`config.mk`:
```
export PLATFORM = sky130hd
export DESIGN_NAME = pe_operand_reader
export DESIGN_NICKNAME = d
export VERILOG_FILES = /design/src/rtl/pe_operand_reader.sv
export SDC_FILE = /design/constraint.sdc
export NUM_CORES = 1
export LEC_CHECK = 0
export BUFFER_PORTS_ARGS = -buffer_cell sky130_fd_sc_hd__buf_4
export CAP_MARGIN = 20
export CORE_AREA = 2 2 130 132
export DETAILED_ROUTE_END_ITERATION = 12
export DIE_AREA = 0 0 132 134
export HOLD_SLACK_MARGIN = 0.12
export PLACE_DENSITY = 0.62
export RECOVER_POWER = 100
export SYNTH_ARGS = -nofsm -noshare
export SYNTH_HDL_FRONTEND = slang
export SYNTH_SLANG_ARGS = --single-unit
```
`constraint.sdc`:
```
create_clock -name clk -period 2.06 [get_ports clk]
set_input_delay 0.103 -clock clk [delete_from_list [all_inputs] [get_ports clk]]
set_output_delay 0.103 -clock clk [all_outputs]
set_load 0.05 [all_outputs]
```
`src/rtl/pe_operand_reader.sv`:
```
// pe_operand_reader: streams one bank of A entries against each B word, forwarding B to the next PE.
// Define PE_READER_PERF_EN to add stall_cnt_out (FETCH cycles spent waiting on an empty B FIFO).
module pe_operand_reader #(
  parameter int D_WIDTH      = 64,
  parameter int PE_NUM       = 4,
  parameter int PE_NUM_WIDTH = 2,
  parameter int B_NUM        = 4,
  parameter int B_NUM_WIDTH  = 2
) (
  input  logic                    clk,
  input  logic                    rst,
  input  logic [1:0]              bank_full_in,
  output logic [1:0]              bank_release_out,
  output logic                    ram_rd_en_out,
  output logic [PE_NUM_WIDTH:0]   ram_rd_addr_out,
  input  logic [D_WIDTH-1:0]      ram_rd_data_in,
  input  logic [D_WIDTH-1:0]      data_B_FIFO_in,
  input  logic                    valid_B_FIFO_in,
  output logic                    RD_EN_B_FIFO_out,
  output logic [D_WIDTH-1:0]      data_B_FIFO_out,
  output logic                    WR_EN_B_FIFO_out,
  output logic [D_WIDTH-1:0]      data_A_out,
  output logic [D_WIDTH-1:0]      data_B_out,
  output logic                    valid_AB_out,
  output logic                    last_out
`ifdef PE_READER_PERF_EN
  ,
  output logic [31:0]             stall_cnt_out
`endif
);
  typedef enum logic [1:0] {IDLE, FETCH, STREAM, RELEASE} state_t;
  localparam logic [PE_NUM_WIDTH-1:0] K_LAST = PE_NUM_WIDTH'(PE_NUM - 1);
  localparam logic [B_NUM_WIDTH-1:0]  J_LAST = B_NUM_WIDTH'(B_NUM - 1);
  state_t                  state, state_nxt;
  logic                    cur;
  logic [PE_NUM_WIDTH-1:0] k;
  logic [B_NUM_WIDTH-1:0]  j;
  logic [D_WIDTH-1:0]      b_reg;
  logic                    valid_q, last_q;
  logic                    k_end, j_end, stream, fwd;
  assign stream = state == STREAM;
  assign k_end  = k == K_LAST;
  assign j_end  = j == J_LAST;
  assign fwd    = stream && k == '0;
  always_ff @(posedge clk or posedge rst)
    if (rst) state <= IDLE;
    else     state <= state_nxt;
  always_comb begin
    state_nxt = state;
    case (state)
      IDLE:    state_nxt = bank_full_in[cur] ? FETCH : IDLE;
      FETCH:   state_nxt = valid_B_FIFO_in ? STREAM : FETCH;
      STREAM:  state_nxt = !k_end ? STREAM : j_end ? RELEASE : FETCH;
      default: state_nxt = IDLE;
    endcase
  end
  always_comb begin
    ram_rd_en_out    = stream;
    ram_rd_addr_out  = stream ? {cur, k} : '0;
    RD_EN_B_FIFO_out = state == FETCH && valid_B_FIFO_in;
    WR_EN_B_FIFO_out = fwd;
    data_B_FIFO_out  = fwd ? data_B_FIFO_in : '0;
    bank_release_out = state == RELEASE ? (cur ? 2'b10 : 2'b01) : 2'b00;
    valid_AB_out     = valid_q;
    last_out         = last_q;
    data_A_out       = valid_q ? ram_rd_data_in : '0;
    data_B_out       = b_reg;
  end
  // A data returns one cycle after the read, so valid/last ride a one-stage pipe
  always_ff @(posedge clk or posedge rst)
    if (rst) begin
      cur     <= 1'b0;
      k       <= '0;
      j       <= '0;
      b_reg   <= '0;
      valid_q <= 1'b0;
      last_q  <= 1'b0;
    end else begin
      valid_q <= stream;
      last_q  <= stream && k_end && j_end;
      if (stream) k <= k_end ? '0 : k + 1'b1;
      if (stream && k_end && !j_end) j <= j + 1'b1;
      if (state == RELEASE) begin
        j   <= '0;
        cur <= ~cur;
      end
      if (fwd) b_reg <= data_B_FIFO_in;
    end
`ifdef PE_READER_PERF_EN
  always_ff @(posedge clk or posedge rst)
    if (rst) stall_cnt_out <= '0;
    else if (state == FETCH && !valid_B_FIFO_in && stall_cnt_out != '1) stall_cnt_out <= stall_cnt_out + 1'b1;
`endif
endmodule

```
==> flow_summary.ini <==
[run_status]
status = finished clean

[worst_setup_path]
crit_type = reg2out
cp_top_family = buffers and inverters
critPathCaptureType = primary output
cp_num_buf_inv = 3
slowest_delay_ns = 0.44
slowest_stage = dfrtp_1
critPathLaunchType = flip-flop
cp.required_ns = 1.96
arrival_ns = 1.84
cp_cell_sequence = nand2b_4 -> inv_8 -> buf_12 -> and3_1 -> clkbuf_4
crit_path_max_fanout = 38

[drt]
m1WireLength_mm = 5.44
wire_per_inst_um = 15.9
wl_met3_mm = 1.15
top_layer = met4
viasPerCell = 4.31
drc = 0
drtAntennaViolNets = 0
wl_mm = 14.6
firstDrtPassIters = 6
vias = 3972
wl_met2_mm = 7.43
first_iter_violations = 163

[power]
p_sw_mw = 6.34
seq_power_share = 0.220
swShare = 0.563
comb_power_share = 0.628
p_clk_frac = 0.152
powerDensity_mw_per_mm2 = 1710
vdd_drop_max_mv = 0.756
p_leak_nw = 3.88
intPower_mw = 4.92

[logic_synthesis]
ys_ff_latch = 73
ys_types = 24
synth.avg_cell_area_sq_um = 10.6
synth_cells = 330
ys_seq_area_frac = 0.522
syn_area_sq_mm = 0.00350
yosysWarningCount = 0
synthesis.nets = 466

[timing]
rsz0062_at_grt = false
finalSetupViolations = 0
fin_crit_ns = 1.94
drv_slew = 0
worst_slew_pin_slew_ns = 0.683
clock_skew_ns = 0.00701
tns_ns = 0
fmax_mhz = 516
slew_headroom = 0.546
hold_viol = 0
fin_crit_sh = 0.941
holdWs_ns = 0.125

[floorplan]
core_area_sq_mm = 0.0163
num_rows = 47
die_area_sq_mm = 0.0177
start_util = 0.215
die_h_um = 134
io_pins = 335
fp.dieW_um = 132

[clocking]
cts_buffers = 9
clockRootBuffer = clkbuf_16
clk_pin_slew_ns = 0.06
cts_buffer_depth = 2
clock_latency_ns = 0.34
cts_max_level = 3
cts_tree = yes
cts_sinks = 73

[final_layout]
layout_common_cells = buf_4 (174), dfrtp_1 (73), clkbuf_1 (72), and3_1 (66), a21o_1 (64)
stdcell_count = 921
area_delta_synth_final_pct = 88.9
diodes = 0
final_common_cell = buf_4
fill_cells = 1658
multi_input_area_sq_mm = 0.00149
ff_latch_area_sq_mm = 0.00183
drive_above_1_share = 0.414
fin_nets = 832

[min_path]
hp-class = in2reg

[global_routing]
grt_pass1_wl_mm = 22.8
first_global_vias = 4209
grt-ovfl-total = 0
grt_max_degree = 66
track_usage = 0.164
antenna_found_initial = 0

[placement]
place_hpwl_mm = 11.0
io_buffers = 334
gp_congestion = 0.914
dp.cells = 863

[flow_run]
max_cap_violations = 0
## per-stage QoR
step | worst slack [ns] | utilization | area (sq um) | power [mW]
global route | 0.0157 | 0.405 | 6610 | 11.8
finish | 0.122 | 0.405 | 6610 | 11.3
CTS | 0.0219 | 0.427 | 6950 | 12.0
detailed placement | 0.396 | 0.381 | 6210 | 10.2
global placement | 0.413 | 0.381 | 6210 | 10.1
floorplan | 0.104 | - | 3500 | 7.71
## worst reg2reg max path, cell delays in order, from the launching register on
cell and delay (ns):
dfrtp_1 0.44, nand2b_4 0.22, inv_8 0.15, nand2_1 0.12
buf_12 0.20, a21o_1 0.28
## synth_stat cells
cell type / instances / area share
a21o_1: 64 / 0.14
a22o_1: 1 / 0.0025
and2_1: 65 / 0.12
and3_1: 66 / 0.12
buf_2: 9 / 0.013
buf_6: 6 / 0.019
clkbuf_1: 13 / 0.014
dfrtp_1: 73 / 0.52
ha_1: 3 / 0.011
inv_1: 5 / 0.0054
inv_4: 1 / 0.0018
mux2_2: 1 / 0.0032
nand2_1: 4 / 0.0043
nand2_2: 1 / 0.0018
nand2b_1: 1 / 0.0018
nand2b_4: 1 / 0.0039
nand3_1: 1 / 0.0014
nor2_1: 5 / 0.0054
nor2b_1: 1 / 0.0018
o21ai_0: 5 / 0.0072
o22ai_1: 1 / 0.0018
o311ai_0: 1 / 0.0025
or3_1: 1 / 0.0018
xnor2_1: 1 / 0.0025
## power groups by stage
| stage | clock, mW | combinational, mW | sequential [mW] |
|---|---|---|---|
| after floorplan | 0 | 3.29 | 4.41 |
| after global placement | 0 | 7.59 | 2.50 |
| after detailed placement | 0 | 7.67 | 2.51 |
| after CTS | 1.77 | 7.73 | 2.50 |
| after global routing | 1.84 | 7.44 | 2.56 |
| final | 1.71 | 7.08 | 2.48 |
## registers in the layout, indices dropped and copies added (netlist names)
signal        flops
valid_AB_out      1
k                 2
last_out          1
data_B_out       64
j                 2
cur               1
state             2
## final cells by class
type,count,share of cell area
timing repair buffer,383,0.403
sequential,73,0.277
inverter,6,0.00474
tap,220,0.0417
clock inverter,6,0.0136
multi-input combinational,223,0.226
clock buffer,10,0.0347
## layer usage
metal / vias up / global-route usage
li1: 1858 / -
met4: 0 / 0.0870
met2: 221 / 0.294
met3: 36 / 0.0529
met1: 1857 / 0.171
met5: - / 0
## logic make-up after synthesis
logic type | Yosys count | share of synthesized area
xor+xnor | 1 | 0.00250
simple gates | 146 | 0.257
fa+ha+maj | 3 | 0.0107
buf+inv | 34 | 0.0533
compound gates | 72 | 0.151
flops | 73 | 0.522
mux | 1 | 0.00322
## worst paths after layout
path                                            start                         end  slack [ns]  depth (start not counted)
max in group asynchronous                         rst  data_B_out[60]$_DFFE_PP0P_        0.68                          4
min reg2reg                data_B_out[20]$_DFFE_PP0P_  data_B_out[20]$_DFFE_PP0P_        0.48                          1
min                                data_B_FIFO_in[37]  data_B_out[37]$_DFFE_PP0P_        0.13                          3
min in group asynchronous                         rst  data_B_out[20]$_DFFE_PP0P_        0.40                          3
max                                state[0]$_DFF_PP0_         data_B_FIFO_out[56]        0.12                          5
max reg2reg                        state[0]$_DFF_PP0_  data_B_out[46]$_DFFE_PP0P_        0.54                          5
## timing repair
item	CTS	global route
hold buffers	42	0
setup endpoints to repair	0	62
buffers inserted	0	0
endpoints found under the hold margin	77	0
gates resized for setup	0	3
No activity file was read; power rests on OpenSTA's default activity.
